<file path="config.mk">
export PLATFORM = sky130hd
export DESIGN_NAME = seq_safe_ctrl
export DESIGN_NICKNAME = d
export VERILOG_FILES = /design/src/rtl/seq_safe_ctrl.sv
export SDC_FILE = /design/constraint.sdc
export NUM_CORES = 1
export LEC_CHECK = 0
export CORE_MARGIN = 3
export CORE_UTILIZATION = 40
export DETAILED_ROUTE_END_ITERATION = 8
export MAX_ROUTING_LAYER = met4
export PLACE_DENSITY = 0.67
export SYNTH_ARGS = -nofsm -noshare
export SYNTH_HDL_FRONTEND = slang
export SYNTH_SLANG_ARGS = --single-unit
</file>
<file path="constraint.sdc">
create_clock -name clk -period 2.3 [get_ports clk]
set_input_delay 0.46 -clock clk [delete_from_list [all_inputs] [get_ports clk]]
set_output_delay 0.46 -clock clk [all_outputs]
set_load 0.02 [all_outputs]
</file>
<file path="src/rtl/seq_safe_ctrl.sv">
// Sequential code lock: digits are checked one per enter strobe, and repeated wrong codes trigger a timed lockout.
// Optional SAFE_AUTO_RELOCK_EN: an open safe closes itself after RELOCK_CYC cycles without lock.
//
// state   | meaning
// ENTRY   | collecting code digits, L0=0 L1=0
// OPEN    | correct code accepted, L0=1
// LOCKOUT | MAX_TRIES wrong codes, L1=1 for LOCKOUT_CYC cycles
module seq_safe_ctrl #(
    parameter int DIGIT_W     = 4,
    parameter int CODE_LEN    = 4,
    parameter logic [DIGIT_W*CODE_LEN-1:0] CODE = 16'hEC39,
    parameter int MAX_TRIES   = 3,
    parameter int LOCKOUT_CYC = 16,
    parameter int RELOCK_CYC  = 32
) (
    input  logic               clk,
    input  logic               rst_n,
    input  logic [DIGIT_W-1:0] S,
    input  logic               enter,
    input  logic               lock,
    output logic               L0,
    output logic               L1,
    output logic [3:0]         tries_left
);

    localparam int CODE_W = DIGIT_W * CODE_LEN;
    localparam int IDX_W  = (CODE_LEN > 1) ? $clog2(CODE_LEN) : 1;
    localparam int LOCK_W = (LOCKOUT_CYC > 1) ? $clog2(LOCKOUT_CYC) : 1;

    localparam logic [1:0] ENTRY   = 2'd0;
    localparam logic [1:0] OPEN    = 2'd1;
    localparam logic [1:0] LOCKOUT = 2'd2;

    localparam logic [IDX_W-1:0]  IDX_LAST  = IDX_W'(CODE_LEN - 1);
    localparam logic [LOCK_W-1:0] LOCK_LOAD = LOCK_W'(LOCKOUT_CYC - 1);
    localparam logic [3:0]        TRIES_MAX = 4'(MAX_TRIES);

    if (CODE_LEN < 1 || CODE_LEN > 8) begin : g_bad_code_len
        $error("CODE_LEN must be in 1..8");
    end
    if (MAX_TRIES < 1 || MAX_TRIES > 15) begin : g_bad_max_tries
        $error("MAX_TRIES must be in 1..15");
    end
    if (LOCKOUT_CYC < 1) begin : g_bad_lockout
        $error("LOCKOUT_CYC must be >= 1");
    end
    if (RELOCK_CYC < 1) begin : g_bad_relock
        $error("RELOCK_CYC must be >= 1");
    end

    logic [1:0]         state;
    logic [IDX_W-1:0]   idx;
    logic               mismatch;
    logic [LOCK_W-1:0]  lock_cnt;
    logic [CODE_W-1:0]  code_sh;
    logic [DIGIT_W-1:0] exp_digit;
    logic               mm_now;

`ifdef SAFE_AUTO_RELOCK_EN
    localparam int RELOCK_W = (RELOCK_CYC > 1) ? $clog2(RELOCK_CYC) : 1;
    localparam logic [RELOCK_W-1:0] RELOCK_LOAD = RELOCK_W'(RELOCK_CYC - 1);
    logic [RELOCK_W-1:0] relock_cnt;
`endif

    // Current digit is shifted up to the MSBs so the first digit sits at index 0.
    always_comb begin
        code_sh   = CODE << (32'(idx) * DIGIT_W);
        exp_digit = code_sh[CODE_W-1 -: DIGIT_W];
        mm_now    = mismatch | (S != exp_digit);
    end

    always_ff @(posedge clk) begin
        if (!rst_n) begin
            state      <= ENTRY;
            idx        <= '0;
            mismatch   <= 1'b0;
            tries_left <= TRIES_MAX;
            lock_cnt   <= '0;
            L0         <= 1'b0;
            L1         <= 1'b0;
`ifdef SAFE_AUTO_RELOCK_EN
            relock_cnt <= '0;
`endif
        end else begin
            case (state)
                ENTRY: begin
                    if (lock) begin
                        idx      <= '0;
                        mismatch <= 1'b0;
                    end else if (enter) begin
                        if (idx == IDX_LAST) begin
                            idx      <= '0;
                            mismatch <= 1'b0;
                            if (!mm_now) begin
                                state      <= OPEN;
                                L0         <= 1'b1;
                                tries_left <= TRIES_MAX;
`ifdef SAFE_AUTO_RELOCK_EN
                                relock_cnt <= RELOCK_LOAD;
`endif
                            end else if (tries_left <= 4'd1) begin
                                state      <= LOCKOUT;
                                L1         <= 1'b1;
                                tries_left <= 4'd0;
                                lock_cnt   <= LOCK_LOAD;
                            end else begin
                                tries_left <= tries_left - 4'd1;
                            end
                        end else begin
                            idx      <= idx + 1'b1;
                            mismatch <= mm_now;
                        end
                    end
                end
                OPEN: begin
                    if (lock) begin
                        state <= ENTRY;
                        L0    <= 1'b0;
                        idx   <= '0;
                    end
`ifdef SAFE_AUTO_RELOCK_EN
                    else if (relock_cnt == '0) begin
                        state <= ENTRY;
                        L0    <= 1'b0;
                        idx   <= '0;
                    end else begin
                        relock_cnt <= relock_cnt - 1'b1;
                    end
`endif
                end
                LOCKOUT: begin
                    if (lock_cnt == '0) begin
                        state      <= ENTRY;
                        L1         <= 1'b0;
                        tries_left <= TRIES_MAX;
                        idx        <= '0;
                        mismatch   <= 1'b0;
                    end else begin
                        lock_cnt <= lock_cnt - 1'b1;
                    end
                end
                default: begin
                    state    <= ENTRY;
                    idx      <= '0;
                    mismatch <= 1'b0;
                    L0       <= 1'b0;
                    L1       <= 1'b0;
                end
            endcase
        end
    end

endmodule
</file>
==> results of run 1 <==
[flip-flops by register name (all words and copies together), names as in the netlist]
register / cells
L0: 1
L1: 1
idx: 2
lock_cnt: 4
mismatch: 1
state: 2
tries_left: 4
[cells in the mapped netlist, types with 2 or more instances]
cell type | instances | area [um2]
buf_2 | 2 | 10.0
nand2_1 | 8 | 30.0
o31a_1 | 2 | 17.5
xnor2_1 | 4 | 35.0
ha_1 | 7 | 87.6
o21ai_1 | 3 | 15.0
nor4_1 | 3 | 18.8
nor3_1 | 2 | 10.0
a31oi_1 | 2 | 12.5
dfxtp_1 | 15 | 300
or3_1 | 2 | 12.5
o21ai_0 | 4 | 20.0
a21oi_1 | 6 | 30.0
nor2_1 | 10 | 37.5
o22ai_1 | 3 | 18.8
a221oi_1 | 2 | 17.5
nor2b_1 | 2 | 12.5
inv_1 | 8 | 30.0
[stage by stage]
step	area, um2	util, %	total power, uW	worst slack (ps)
after floorplan	907	-	299	458
after global placement	1070	52.0	320	225
after detailed placement	1070	52.0	323	175
after CTS	1100	53.3	471	317
after global routing	1100	53.3	483	164
final	1100	53.3	467	332
[area by class of cell]
type,instances,area [um2],share of cell area [%]
clock buffers,3,22.5,2.05
clock inverters,1,5.00,0.455
multi-input cells,78,563,51.2
flip-flops and latches,15,300,27.3
inverters,8,30.0,2.73
repair buffers,15,145,13.2
well taps,27,33.8,3.07
[routing by layer]
layer	vias to the layer above	GRT usage (%)	wire, um
met5	-	-	0
met2	13	25.9	900
met1	381	19.0	884
li1	413	-	-
met3	4	2.49	48
met4	0	7.23	20
[worst paths after layout]
check | cells past startpoint | slack (ps) | startpoint | to
max | 7 | 330 | idx[1] | L1
min | 2 | 490 | idx[0] | idx[0]
max reg2reg | 7 | 330 | idx[1] | L1
min reg2reg | 2 | 490 | idx[0] | idx[0]
[critical path: stages, from the launching register on]
cell and delay (ps):
dfxtp_1 450, inv_1 80, ha_1 190, nor2_2 110
xnor2_1 100, or4_4 560, a2111oi_4 300, nor3_1 70
[cell families after synthesis]
family | after synthesis
xor+xnor | 4
fa+ha+maj | 7
flops | 15
mux | 1
compound gates | 26
simple gates | 40
buf+inv | 11
[power by group]
part / switching [uW] / leakage (uW) / total, uW / internal, uW
sequential: 3.33 / 0.000121 / 266 / 263
combinational: 25.3 / 0.000275 / 50.4 / 25.1
clock: 85.7 / 0.0000177 / 150 / 64.5
==> impl_metrics.toml, run 1 <==
[sta]
setup_viol = 0
rsz0062_at_grt = "false"
relSlewSlack_pct = 71.0
fin_crit_sh_pct = 85.6
fin_crit_ps = 1970
finalSetupTns_ps = 0
fmax_mhz = 508
hold_slack_ps = 492
fin_skew_ps = 7.07
finalMaxSlewViolations = 0
worst-slew-pin-transition_ps = 433
final_hold_viol_count = 0

[cells_and_area]
drive_gt1_share_pct = 10.8
fillerInstances = 193
fin_cells = 147
syn_to_final_growth_pct = 21.2
final_cell_mix = "15 x dfxtp_1, 13 x clkdlybuf4s50_1, 10 x nor2_1"
final_nets = 136
final_common_cell = "dfxtp_1"
antenna_cells = 0

[place]
globalplace.congestion = 0.770
post-dp-hpwl_mm = 1.44
port_buffers = 13
numPlacedInstances = 143

[clock_network]
cts_tree = "yes"
cts_root_buf = "clkbuf_4"
cts-buffers-inserted = 3
cts.sinks = 15
clock_latency_ps = 280
cts-htree-levels = 1
ctsHoldBuffers = 0
clkTransAtPathRegs_ps = 90
cts_resized = 0
clk_path_buf_depth = 2
postCtsSetupBuffers = 0

[route]
wirelength_mm = 1.85
drt_iter0_markers = 11
post-route-drc-count = 0
ant_nets = 0
dr.pass1.iters = 4
viasPerCell = 5.52
dr_total_vias = 811
avgRoutedWirePerCell_um = 12.6

[synthesis]
ys_seq_area_share_pct = 33.1
synthDistinctLibCells = 37
ys_ff_latch = 15
synth_ff_type = "dfxtp_1"
synth_fa_ha_area_share_pct = 9.66
synth-simple-area-share_pct = 27.2
ys_async_sr_fraction_pct = 0
synth_area_um2 = 907
synth-xor-area-share_pct = 3.86
synth_compound_area_share_pct = 20.3
avgSynthCellArea_um2 = 8.72
yosys-mux-area-fraction_pct = 1.10
synth_top_family_by_area = "simple AND/OR/NAND/NOR gates"
synth_fp_nets = 119
yosysWarnings = 0
synth-edff-count = 0
synthCells = 104

[die]
num_rows = 16
num_io_pins = 14
die_h_um = 53.6
die_w_um = 53.6
initial_core_util_pct = 44.0
die_area_um2 = 2880
core-area_um2 = 2060

[power_and_ir_drop]
power_density_nw_per_um2 = 424
p_leak_uw = 0.000414
vdd_drop_max_mv = 0.228

[critical_path]
crit_fanout = 7
required_ps = 2460
worst_setup_path_end_kind = "flop"
critical_path_arrival_ps = 2130
worstSetupStartpointType = "flop"
critPathKind = "reg2reg"

[global_route]
grtUsageTotal_pct = 15.8
grt_max_degree = 12
grt_pass1_wl_mm = 3.28
grt_antenna_before_repair = 0
grt.overflow.total = 0
grt_pass1_vias = 760

[hold_path]
hold_class = "reg2reg"

[flow_run]
drv_cap = 0

[outcome]
status = "finished, final reports clean"
Note: power is estimated with default switching activity, not from simulation.
==> run 2: changes to the inputs <==
--- a/config.mk
+++ b/config.mk
@@ -5,9 +5,11 @@
 export SDC_FILE = /design/constraint.sdc
 export NUM_CORES = 1
 export LEC_CHECK = 0
+export CORE_ASPECT_RATIO = 1.1
 export CORE_MARGIN = 3
 export CORE_UTILIZATION = 40
 export DETAILED_ROUTE_END_ITERATION = 8
+export GPL_TIMING_DRIVEN = 0
 export MAX_ROUTING_LAYER = met4
 export PLACE_DENSITY = 0.67
 export SYNTH_ARGS = -nofsm -noshare
==> impl_metrics.toml, run 2 (synthesis results as in run 1) <==
[outcome]
status = "finished, final reports clean"

[cells_and_area]
fin_util_pct = 52.7
antenna_cells = 0
syn_to_final_growth_pct = 21.1
drive_gt1_share_pct = 9.92
final_nets = 137
ff_latch_area_um2 = 300
reg_top3 = "lock_cnt: 4 flops, tries_left: 4 flops"
final_cell_mix = "15 x dfxtp_1, 13 x clkdlybuf4s50_1, 10 x nor2_1"
multi_input_area_um2 = 563
fillerInstances = 229
final_common_cell = "dfxtp_1"

[global_route]
grt_pass1_wl_mm = 3.44
grt_max_degree = 11
grt.overflow.total = 0
grt_antenna_before_repair = 0
grt_pass1_vias = 788
grtUsageTotal_pct = 15.5

[critical_path]
rrSetupSlack_ps = 310
critPathKind = "reg2reg"
ff2ff_path_depth = 7
critical_path_arrival_ps = 2180
worstSetupStartpointType = "flop"
required_ps = 2490
reg2reg_to = "state[0]"
reg2reg_from = "idx[1]"
worst_setup_path_end_kind = "flop"
worstSetupStartpoint = "idx[1]"
crit_fanout = 7

[power_and_ir_drop]
p_leak_uw = 0.000413
vdd_drop_max_mv = 0.229
power_density_nw_per_um2 = 421

[clock_network]
postCtsSetupBuffers = 0
cts-buffers-inserted = 3
cts-htree-levels = 1
clkTransAtPathRegs_ps = 90
cts_resized = 0
clk_path_buf_depth = 2
ctsHoldBuffers = 0
cts_tree = "yes"
cts_root_buf = "clkbuf_4"
cts.sinks = 15
clock_latency_ps = 280

[hold_path]
hold-path-cell-count = 2
min_from = "idx[0]"
hold_end = "idx[0]"
hold_class = "reg2reg"

[sta]
fin_crit_ps = 1990
worst-slew-pin-transition_ps = 712
finalSetupTns_ps = 0
finalMaxSlewViolations = 0
rsz0062_at_grt = "false"
layout_setup_ws_ps = 314
final_hold_viol_count = 0
fin_crit_sh_pct = 86.4
fmax_mhz = 503
relSlewSlack_pct = 52.1
fin_skew_ps = 3.74
setup_viol = 0

[die]
initial_core_util_pct = 43.5
core-area_um2 = 2080
die_h_um = 55.9
die_area_um2 = 2880
die_w_um = 51.4
num_rows = 17
num_io_pins = 14

[place]
globalplace.congestion = 0.791
dp_slack_ps = 148
port_buffers = 13
post-dp-hpwl_mm = 1.46

[route]
ant_nets = 0
post-route-drc-count = 0
dr.pass1.iters = 4
viasPerCell = 5.50
dr_total_vias = 820
wirelength_mm = 1.87
avgRoutedWirePerCell_um = 12.5
drt_iter0_markers = 11

[flow_run]
drv_cap = 0
## run 2: cell types whose count changed in the layout (fill, tap and decap cells not counted), sizes merged
cell	before	now
clkbuf	3	5
clkinv	1	0
## run 2: metrics by stage
step / total power (uW) / std cells / cell area (um2) / hold slack, ps
3_5_place_dp: 321 / 145 / 1070 / 492
5_1_grt: 491 / 149 / 1100 / 553
6_report: 462 / 149 / 1100 / 499
3_3_place_gp: 320 / 145 / 1070 / 477
2_1_floorplan: 299 / 104 / 907 / 462
4_1_cts: 471 / 149 / 1100 / 505
## run 2: worst max-delay path by stage
stage / end / slack [ps] / depth (start not counted)
finish: state[0] / 310 / 7
global route: state[0] / 60 / 7
CTS: state[0] / 280 / 7
detailed placement: lock_cnt[2] / 150 / 4
global placement: lock_cnt[2] / 180 / 4
floorplan: L1 / 460 / 7
## run 2: routing by layer
layer	up-vias	global-route usage, %	wire length [um]
li1	421	-	-
met5	-	-	0
met3	2	2.68	66
met1	383	19.9	835
met4	0	5.62	14
met2	14	24.2	949
## run 2: final cells by class
cell class | instances | share of cell area (%)
Sequential cell | 15 | 27.3
Timing Repair Buffer | 13 | 11.8
Buffer | 3 | 1.25
Multi-Input combinational cell | 78 | 51.3
Inverter | 8 | 2.73
Clock buffer | 4 | 2.39
Tap cell | 28 | 3.19
## run 2: where the power goes
part / switching (uW) / internal [uW] / total [uW]
Combinational: 24.4 / 24.5 / 48.8
Sequential: 3.22 / 263 / 266
Clock: 80.6 / 67.2 / 148
## run 2: worst max-delay path: stages (launching register included)
cell and delay [ps]:
dfxtp_1 450, inv_1 70, ha_1 190, nor2_2 110
xnor2_1 90, nor4_2 650, a31oi_1 170, nor4_1 160
==> run 3: changes to the inputs <==
--- a/config.mk
+++ b/config.mk
@@ -5,13 +5,16 @@
 export SDC_FILE = /design/constraint.sdc
 export NUM_CORES = 1
 export LEC_CHECK = 0
+export CELL_PAD_IN_SITES_DETAIL_PLACEMENT = 1
+export CELL_PAD_IN_SITES_GLOBAL_PLACEMENT = 1
 export CORE_ASPECT_RATIO = 1.1
 export CORE_MARGIN = 3
-export CORE_UTILIZATION = 40
+export CORE_UTILIZATION = 39
 export DETAILED_ROUTE_END_ITERATION = 8
 export GPL_TIMING_DRIVEN = 0
 export MAX_ROUTING_LAYER = met4
-export PLACE_DENSITY = 0.67
+export PLACE_DENSITY = 0.82
+export SLEW_MARGIN = 20
 export SYNTH_ARGS = -nofsm -noshare
 export SYNTH_HDL_FRONTEND = slang
 export SYNTH_SLANG_ARGS = --single-unit
==> impl_metrics.toml, run 3 (synthesis results as in run 1) <==
[sta]
fin_crit_ps = 2010
setup_viol = 0
relSlewSlack_pct = 54.0
worst-slew-pin-transition_ps = 684
finalSetupTns_ps = 0
layout_setup_ws_ps = 285
fin_skew_ps = 6.53
rsz0062_at_grt = "false"
fin_crit_sh_pct = 87.6
finalMaxSlewViolations = 0
fmax_mhz = 496
final_hold_viol_count = 0

[critical_path]
rrSetupSlack_ps = 290
crit_slowest_cell = "or4_4"
crit_chain = "inv_1 -> ha_1 -> nor2_2 -> xnor2_1 -> or4_4 -> a2111oi_4 -> nor3_1"
reg2reg_from = "idx[1]"
worst_setup_path_end_kind = "flop"
reg2reg_to = "L1"
crit_fanout = 7
crit_buf_inv = 1
ff2ff_path_depth = 7
required_ps = 2460
cp_top_family = "simple AND/OR/NAND/NOR gates"
critPathKind = "reg2reg"
worstSetupStartpointType = "flop"
critical_path_arrival_ps = 2180
max_stage_delay_ps = 570

[clock_network]
postCtsSetupBuffers = 0
cts-htree-levels = 1
cts.sinks = 15
clkTransAtPathRegs_ps = 100
clock_latency_ps = 290
cts-buffers-inserted = 3
cts_tree = "yes"
cts_resized = 0
ctsHoldBuffers = 0
cts_root_buf = "clkbuf_4"
clk_path_buf_depth = 2

[power_and_ir_drop]
p_leak_uw = 0.000415
vdd_drop_max_mv = 0.223
power_density_nw_per_um2 = 432

[place]
post-dp-hpwl_mm = 1.73
dp_slack_ps = 93.3
port_buffers = 13
globalplace.congestion = 0.729

[flow_run]
drv_cap = 0

[cells_and_area]
drive_gt1_share_pct = 10.7
syn_to_final_growth_pct = 21.2
antenna_cells = 0
reg_top3 = "lock_cnt: 4 flops, tries_left: 4 flops"
final_cell_mix = "15 x dfxtp_1, 13 x clkdlybuf4s50_1, 10 x nor2_1"
final_common_cell = "dfxtp_1"
final_nets = 137

[die]
die_h_um = 56.6
initial_core_util_pct = 43.1
core-area_um2 = 2110
die_w_um = 52.0
num_rows = 17
num_io_pins = 14
die_area_um2 = 2940

[hold_path]
min_from = "idx[0]"
hold_end = "idx[0]"
hold-path-cell-count = 2
hold_class = "reg2reg"

[global_route]
top_usage_layer = "met2"
grt_max_degree = 11
grt_pass1_vias = 852
grtUsageTotal_pct = 17.2
use_met2_pct = 29.4
met1_usage_pct = 19.9
use_met3_pct = 2.65
grt.overflow.total = 0
grt_pass1_wl_mm = 3.79
grt_antenna_before_repair = 0

[route]
wirelength_mm = 2.18
dr.pass1.iters = 3
post-route-drc-count = 0
dr_total_vias = 826
drt_iter0_markers = 1
ant_nets = 0
viasPerCell = 5.54
avgRoutedWirePerCell_um = 14.7

[outcome]
status = "finished, final reports clean"
-- run 3: cell types whose count changed in the layout (fill, tap and decap cells not counted), sizes merged --
cell    change
clkbuf      -1
clkinv      +1
-- run 3: worst max-delay path by stage --
stage / to / from / depth (start not counted) / slack, ps
CTS: L1 / idx[1] / 7 / 270
finish: L1 / idx[1] / 7 / 290
global placement: lock_cnt[2] / lock / 4 / 170
detailed placement: lock_cnt[2] / lock / 4 / 90
global route: state[0] / idx[1] / 7 / 100
floorplan: L1 / idx[1] / 7 / 460
-- run 3: layout make-up --
class,count,area (um2)
Sequential cell,15,300
Inverter,8,30.0
Tap cell,28,35.0
Timing Repair Buffer,13,130
Clock inverter,1,5.00
Fill cell,258,1010
Multi-Input combinational cell,78,563
Clock buffer,3,22.5
Buffer,3,13.8
-- run 3: layer usage --
metal / vias to the layer above / wire length (um)
met5: - / 0
met4: 0 / 17
met3: 2 / 63
met2: 9 / 1130
met1: 397 / 971
li1: 418 / -
-- run 3: stage by stage --
stage	std cells	hold WS (ps)	utilization [%]	total power (uW)	cell area (um2)
after floorplan	104	462	-	299	907
after detailed placement	145	495	50.9	323	1070
after global routing	149	542	52.2	497	1100
final	149	503	52.2	475	1100
after CTS	149	509	52.2	476	1100
after global placement	145	475	50.9	320	1070
-- run 3: power breakdown --
part	internal [uW]	switching, uW	leakage, uW	total (uW)
combinational	24.7	25.8	0.000276	50.6
sequential	263	3.41	0.000121	266
clock	64.5	93.5	0.0000177	158
-- run 3: worst reg2reg max path: cells and delay by family (launching register included) --
kind                     cells  cell delay (ps)
buffers and inverters        1               70
XOR/XNOR                     1              100
adder cells (fa/ha/maj)      1              190
AO/OA/AOI/OAI                1              300
AND/OR/NAND/NOR              3              760
flip-flops                   1              470
